<file path="src/rtl/wb_arbiter_if.sv">
// Bus bundle for wb_arbiter: per-master request side plus the single interconnect side.
// Modport master is the arbiter's view; modport slave is the surrounding system's view.
interface wb_arbiter_if #(
    parameter int unsigned N_MASTERS = 2,
    parameter int unsigned ADR_W     = 4
);
    logic [N_MASTERS-1:0]       m_cyc;
    logic [N_MASTERS-1:0]       m_stb;
    logic [N_MASTERS-1:0]       m_we;
    logic [N_MASTERS*ADR_W-1:0] m_adr;
    logic [N_MASTERS*32-1:0]    m_dat_c;
    logic [31:0]                m_dat_p;
    logic [N_MASTERS-1:0]       m_ack;
    logic [N_MASTERS-1:0]       m_err;
    logic                       s_cyc;
    logic                       s_stb;
    logic                       s_we;
    logic [ADR_W-1:0]           s_adr;
    logic [31:0]                s_dat_c;
    logic [31:0]                s_dat_p;
    logic                       s_ack;
    logic [N_MASTERS-1:0]       grant;

    modport master (
        input  m_cyc, m_stb, m_we, m_adr, m_dat_c, s_dat_p, s_ack,
        output m_dat_p, m_ack, m_err, s_cyc, s_stb, s_we, s_adr, s_dat_c, grant
    );

    modport slave (
        output m_cyc, m_stb, m_we, m_adr, m_dat_c, s_dat_p, s_ack,
        input  m_dat_p, m_ack, m_err, s_cyc, s_stb, s_we, s_adr, s_dat_c, grant
    );
endinterface

</file>
<file path="src/rtl/wb_arbiter.sv">
// Round-robin Wishbone arbiter: one master owns the interconnect for a whole cyc cycle.
// Define WB_ARBITER_TIMEOUT_EN to add the stall watchdog and FLUSH recovery state.
module wb_arbiter #(
    parameter int unsigned N_MASTERS = 2,
    parameter int unsigned ADR_W     = 4,
    parameter int unsigned TIMEOUT   = 255
) (
    input logic          clk,
    input logic          rst,
    wb_arbiter_if.master bus
);
    localparam int unsigned IDX_W = (N_MASTERS > 1) ? $clog2(N_MASTERS) : 1;

`ifdef WB_ARBITER_TIMEOUT_EN
    typedef enum logic [1:0] {IDLE, OWNED, FLUSH} state_t;
`else
    typedef enum logic [1:0] {IDLE, OWNED} state_t;
    localparam int unsigned unused_timeout = TIMEOUT;
`endif

    state_t           r_state;
    state_t           w_state_nx;
    logic [IDX_W-1:0] r_owner;
    logic [IDX_W-1:0] r_last;
    logic [IDX_W-1:0] w_owner_nx;
    logic [IDX_W-1:0] w_last_nx;
    logic [IDX_W-1:0] w_pick;
    logic [IDX_W-1:0] w_sel;
    logic             w_found;
    logic             w_timeout;

    // First requester scanning upward from last+1, wrapping.
    always_comb begin
        w_found = 1'b0;
        w_pick  = '0;
        for (int unsigned k = 1; k <= N_MASTERS; k++) begin
            for (int unsigned i = 0; i < N_MASTERS; i++) begin
                if (!w_found && bus.m_cyc[i] &&
                    ((int'(r_last) + k) % N_MASTERS) == i) begin
                    w_found = 1'b1;
                    w_pick  = IDX_W'(i);
                end
            end
        end
    end

`ifdef WB_ARBITER_TIMEOUT_EN
    logic [15:0] r_wdog;
    logic        w_stall;

    assign w_stall   = (r_state == OWNED) && bus.m_cyc[r_owner] &&
                       bus.m_stb[r_owner] && !bus.s_ack;
    assign w_timeout = w_stall && (r_wdog == 16'(TIMEOUT - 1));

    always_ff @(posedge clk or negedge rst) begin
        if (!rst)
            r_wdog <= '0;
        else if (w_stall && !w_timeout)
            r_wdog <= r_wdog + 16'd1;
        else
            r_wdog <= '0;
    end
`else
    assign w_timeout = 1'b0;
`endif

    always_ff @(posedge clk or negedge rst) begin
        if (!rst) begin
            r_state <= IDLE;
            r_owner <= '0;
            r_last  <= IDX_W'(N_MASTERS - 1);
        end else begin
            r_state <= w_state_nx;
            r_owner <= w_owner_nx;
            r_last  <= w_last_nx;
        end
    end

    always_comb begin
        w_state_nx = r_state;
        w_owner_nx = r_owner;
        w_last_nx  = r_last;
        case (r_state)
            IDLE: begin
                if (w_found) begin
                    w_state_nx = OWNED;
                    w_owner_nx = w_pick;
                    w_last_nx  = w_pick;
                end
            end
            OWNED: begin
                if (!bus.m_cyc[r_owner])
                    w_state_nx = IDLE;
`ifdef WB_ARBITER_TIMEOUT_EN
                else if (w_timeout)
                    w_state_nx = FLUSH;
            end
            FLUSH: begin
                if (!bus.m_cyc[r_owner])
                    w_state_nx = IDLE;
`endif
            end
            default: w_state_nx = IDLE;
        endcase
    end

    // Datapath mux; outside OWNED the don't-care bus fields follow master 0.
    always_comb begin
        w_sel       = (r_state == OWNED) ? r_owner : '0;
        bus.s_cyc   = 1'b0;
        bus.s_stb   = 1'b0;
        bus.s_we    = 1'b0;
        bus.s_adr   = '0;
        bus.s_dat_c = '0;
        bus.m_ack   = '0;
        bus.m_err   = '0;
        bus.grant   = '0;
        bus.m_dat_p = bus.s_dat_p;
        for (int unsigned i = 0; i < N_MASTERS; i++) begin
            if (w_sel == IDX_W'(i)) begin
                bus.s_we    = bus.m_we[i];
                bus.s_adr   = bus.m_adr[i*ADR_W +: ADR_W];
                bus.s_dat_c = bus.m_dat_c[i*32 +: 32];
            end
        end
        if (r_state == OWNED) begin
            bus.s_cyc          = bus.m_cyc[r_owner];
            bus.s_stb          = bus.m_stb[r_owner];
            bus.grant[r_owner] = 1'b1;
            bus.m_ack[r_owner] = bus.s_ack && !w_timeout;
            bus.m_err[r_owner] = w_timeout;
        end
`ifdef WB_ARBITER_TIMEOUT_EN
        if (r_state == FLUSH)
            bus.grant[r_owner] = 1'b1;
`endif
        if (!rst) begin
            bus.s_we    = 1'b0;
            bus.s_adr   = '0;
            bus.s_dat_c = '0;
            bus.m_dat_p = '0;
        end
    end
endmodule
</file>
<file path="src/flat_wrapper.sv">
// flat-port wrapper written by rule: the top's interface ports become plain ports
module wb_arbiter_flat 
#(
    parameter int unsigned N_MASTERS = 2,
    parameter int unsigned ADR_W     = 4,
    parameter int unsigned TIMEOUT   = 255
)
  (clk, rst, bus_m_cyc, bus_m_stb, bus_m_we, bus_m_adr, bus_m_dat_c, bus_s_dat_p, bus_s_ack, bus_m_dat_p, bus_m_ack, bus_m_err, bus_s_cyc, bus_s_stb, bus_s_we, bus_s_adr, bus_s_dat_c, bus_grant);
  wb_arbiter_if #(.N_MASTERS(N_MASTERS), .ADR_W(ADR_W)) bus_i ();
  input logic clk;
  input logic rst;
  input wire logic [$bits(bus_i.m_cyc)-1:0] bus_m_cyc;
  input wire logic [$bits(bus_i.m_stb)-1:0] bus_m_stb;
  input wire logic [$bits(bus_i.m_we)-1:0] bus_m_we;
  input wire logic [$bits(bus_i.m_adr)-1:0] bus_m_adr;
  input wire logic [$bits(bus_i.m_dat_c)-1:0] bus_m_dat_c;
  input wire logic [$bits(bus_i.s_dat_p)-1:0] bus_s_dat_p;
  input wire logic [$bits(bus_i.s_ack)-1:0] bus_s_ack;
  output wire logic [$bits(bus_i.m_dat_p)-1:0] bus_m_dat_p;
  output wire logic [$bits(bus_i.m_ack)-1:0] bus_m_ack;
  output wire logic [$bits(bus_i.m_err)-1:0] bus_m_err;
  output wire logic [$bits(bus_i.s_cyc)-1:0] bus_s_cyc;
  output wire logic [$bits(bus_i.s_stb)-1:0] bus_s_stb;
  output wire logic [$bits(bus_i.s_we)-1:0] bus_s_we;
  output wire logic [$bits(bus_i.s_adr)-1:0] bus_s_adr;
  output wire logic [$bits(bus_i.s_dat_c)-1:0] bus_s_dat_c;
  output wire logic [$bits(bus_i.grant)-1:0] bus_grant;
  assign bus_i.m_cyc = bus_m_cyc;
  assign bus_i.m_stb = bus_m_stb;
  assign bus_i.m_we = bus_m_we;
  assign bus_i.m_adr = bus_m_adr;
  assign bus_i.m_dat_c = bus_m_dat_c;
  assign bus_i.s_dat_p = bus_s_dat_p;
  assign bus_i.s_ack = bus_s_ack;
  assign bus_m_dat_p = bus_i.m_dat_p;
  assign bus_m_ack = bus_i.m_ack;
  assign bus_m_err = bus_i.m_err;
  assign bus_s_cyc = bus_i.s_cyc;
  assign bus_s_stb = bus_i.s_stb;
  assign bus_s_we = bus_i.s_we;
  assign bus_s_adr = bus_i.s_adr;
  assign bus_s_dat_c = bus_i.s_dat_c;
  assign bus_grant = bus_i.grant;
  wb_arbiter #(.N_MASTERS(N_MASTERS), .ADR_W(ADR_W), .TIMEOUT(TIMEOUT)) u_core (.clk(clk), .rst(rst), .bus(bus_i));
endmodule
</file>
<file path="config.mk">
export PLATFORM = sky130hd
export DESIGN_NAME = wb_arbiter_flat
export DESIGN_NICKNAME = d
export VERILOG_FILES = /design/src/rtl/wb_arbiter_if.sv /design/src/rtl/wb_arbiter.sv /design/src/flat_wrapper.sv
export SDC_FILE = /design/constraint.sdc
export NUM_CORES = 1
export LEC_CHECK = 0
export ABC_AREA = 1
export CAP_MARGIN = 5
export CORE_ASPECT_RATIO = 1.4
export CORE_MARGIN = 10
export CORE_UTILIZATION = 23
export CTS_CLUSTER_DIAMETER = 50
export DETAILED_ROUTE_END_ITERATION = 16
export PLACE_DENSITY = 0.91
export SYNTH_ARGS = -nofsm -noshare
export SYNTH_HDL_FRONTEND = slang
export SYNTH_SLANG_ARGS = --single-unit
</file>
<file path="constraint.sdc">
create_clock -name clk -period 1.71 [get_ports clk]
set_input_delay 0.513 -clock clk [delete_from_list [all_inputs] [get_ports clk]]
set_output_delay 0.513 -clock clk [all_outputs]
set_load 0.03 [all_outputs]
</file>
==> metrics.md <==
| Metric | Value |
|---|---|
| CP startpoint | bus_m_dat_c[32] |
| Clock power frac | 5.3% |
| Fraction of layout cells with a size suffix above 1 | 46.8% |
| Routing usage on met3 | 9.18% |
| Post-synthesis simple-gate area fraction | 61.6% |
| Yosys top cell by area | nand2_1 |
| Clk_skew | 1.74 ps |
| Final Hold Violating Endpoints | 0 |
| Die Y | 106 µm |
| Min cycle time layout | 1840 ps |
| Synth top area share | 36.7% |
| VDD IR max | 807 µV |
| Final GP Congestion | 0.812 |
| # nets final | 605 |
| Largest net degree at the start of global routing | 36 |
| Setup TNS | -3750 ps |
| Post-Synthesis Cell Area | 1210 µm² |
| Clk_lat worst skew | 220 ps |
| CP Capture Type | primary output |
| Largest stage delay, worst path | 460 ps |
| H-tree Lvls | 1 |
| HPWL Detailed | 6.37 mm |
| Setup violations, final | 41 |
| Global routing's busiest layer | met2 |
| Asr flop ratio synth | 100% |
| Antenna violations before repair | 1 |
| Final max-slew violation count | 0 |
| Clock transition at path regs | 30 ps |
| CTS root buffer | clkbuf_8 |
| Reg-to-reg slack, setup | 440 ps |
| Adder-Cell Fraction of Synth Area | 0% |
| CTS tree | built |
| Fin crit share | 108% |
| Synthesized instance count | 294 |
| GRT Resource Usage Total | 18.1% |
| Final std cell area, no fill | 4050 µm² |
| Total CTS buffers | 3 |
| Post-synth cell types | 12 |
| I/O pin count | 190 |
| Slowest-stage cell, CP | clkdlybuf4s50_1 |
| Prevailing post-synth register cell | dfrtp_1 |
| Compound-Gate Fraction of Synth Area | 0.415% |
| Post-DRT Antenna Nets | 0 |
| Startpoint type of the worst setup path | primary input |
| Avg Inst Size Synth | 4.11 µm² |
| Starting Density | 23.6% |
| Starting DRT DRC Count | 57 |
| Met1 Use GR | 16.1% |
| Area growth syn-to-layout | 236% |
| PortBufs | 187 |
| Fillers | 351 |
| Post-placement cell area | 3260 µm² |
| Top cells by instance count after synthesis | nand2_1, nor2_1, inv_1 |
| RSZ-0062 raised after global routing | yes |
| Synth top area cells | nand2_1, nor2_1, inv_1 |
| Max-cap violations | 0 |
| Static Leakage | 0.00236 µW |
| Violated checks | negative setup slack |
| Vias per Instance | 4.47 |
| Sw Share | 53.3% |
| TritonRoute pass-1 iters | 5 |
| Mean routed wirelength per cell | 16.8 µm |
| DRT Wirelength | 9.35 mm |
| FMAX | 542 MHz |
| Register area share after synthesis | 6.32% |
| Total power | 4000 µW |
| Combinational power share | 90.4% |
| WP data arrival | 1330 ps |
| Switching power | 2130 µW |
| Yosys warnings | 0 |
| Core Area | 5120 µm² |
| Most common cell in the netlist | nand2_1 |
| Seq pwr share | 4.4% |
| HP Class | primary input to async pin |
| Longest Clk Path Bufs | 2 |
| Crit path max fanout | 1 |
| Chip Width | 81.2 µm |
| CP Cell Sequence | clkdlybuf4s50_1 -> nor2_1 -> nor2_2 -> buf_6 |
| R2R depth | 6 |
| Sequential Area | 78.8 µm² |
| Multi-input gate area | 1310 µm² |
| Grt total ovfl | 0 |
| Sink Count | 3 |
| Outcome | complete, but fails checks |
| First-pass GRT wire length | 12.5 mm |
| Final worst slack | -133 ps |
| Die area | 8590 µm² |
| R2R Path Start | u_core.r_state[0]$_DFFE_PN0P_ |
| Number of global-route vias before repair | 2582 |
| RR Endpoint | u_core.r_owner$_DFFE_PN0P_ |
| Mux cell area share after synthesis | 0% |
| Xor-xnor portion of the synthesized cell area | 0% |
| Power Dens Cells | 986 nW/µm² |
| Detailed-route via count | 2495 |
| Number of synthesized register bits | 3 |
| Critical Path RT | 1200 ps |
| Final hold slack | 318 ps |
| Fin util | 79.2% |
| Main combinational cell family by area after synthesis | simple AND/OR/NAND/NOR gates |
| Internal cell power | 1870 µW |
| EDFF count, synth | 0 |
| Hold_buf cts | 0 |
| Critical path class | primary input to primary output |
| DR DRC count | 0 |
| M2 GR Usage | 34.5% |
| FP Rows | 31 |
## cells in the final DEF (no fill, tap or decap)
cell type        synthesis  final
buf_6                    2     77
dlygate4sd2_1            0     69
nand2_1                118     64
inv_1                   74     58
nand2_2                  0     34
nor2_4                   0     34
clkdlybuf4s50_1          0     33
nor2_1                  76     22
nand2_4                  0     21
nor2_2                   0     20
inv_2                    0     15
dlymetal6s2s_1           0      9
buf_4                    2      9
buf_12                   0      7
clkbuf_16                0      5
clkbuf_8                 0      3
nand3_1                  3      2
conb_1                   1      2
dfrtp_2                  0      2
diode_2                  0      1
inv_8                    0      1
nand3_2                  0      1
o21ai_0                  1      1
clkbuf_1                 5      1
dfstp_2                  1      1
## final cells by class
cell class / instances / share of cell area, %
clock buffer: 4 / 1.11
timing repair buffer: 209 / 55.4
tap: 66 / 2.04
sequential: 3 / 1.94
antenna: 1 / 0.0617
inverter: 74 / 7.04
multi-input combinational: 201 / 32.4
## power groups by stage
stage | clock [µW] | combinational, µW | sequential (µW)
floorplan | 0 | 1600 | 137
detailed placement | 0 | 2600 | 143
global route | 220 | 3810 | 179
finish | 211 | 3610 | 175
global placement | 0 | 2560 | 141
CTS | 211 | 3040 | 146
## through the flow
| step | setup slack, ps | cells |
|---|---|---|
| 2_1_floorplan | -72.8 | 295 |
| 6_report | -133 | 558 |
| 4_1_cts | -128 | 547 |
| 5_1_grt | -192 | 557 |
| 3_3_place_gp | -221 | 541 |
| 3_5_place_dp | -242 | 541 |
## flip-flops by register name, summed over array words and instances (netlist names)
name	flops
u_core.r_owner	1
u_core.r_last	1
u_core.r_state	1
## worst max path at each step
stage	to	slack, ps	depth (start not counted)
floorplan	bus_s_dat_c[10]	-70	4
global placement	bus_s_dat_c[30]	-220	6
detailed placement	bus_s_dat_c[30]	-240	6
CTS	bus_s_we	-130	6
global route	bus_s_dat_c[10]	-190	6
finish	bus_s_dat_c[0]	-130	4
## critical path: cells and delay by family
family                 cells  cell delay (ps)
AND/OR/NAND/NOR            2              200
buffers and inverters      2              620
## routing by layer
| metal | vias up | wire, µm |
|---|---|---|
| met1 | 1134 | 2730 |
| met3 | 22 | 1210 |
| met5 | - | 0 |
| met4 | 0 | 257 |
| li1 | 1193 | - |
| met2 | 146 | 5150 |
## timing repair
item                       CTS  global route
resized for setup          195            72
setup endpoints to repair   74            59
setup buffers                1             4
pin swaps                   44            13
cloned                       1             7
hold endpoints to repair     0             0
## cell families (layout without fill, tap and decap cells)
group                  after synthesis  after routing
and+or+nand+nor                    197            198
DFF                                  3              3
other                                1              3
AOI/OAI and AO/OA                    1              1
buffers and inverters               92            287
(Power assumes the default switching activity.)
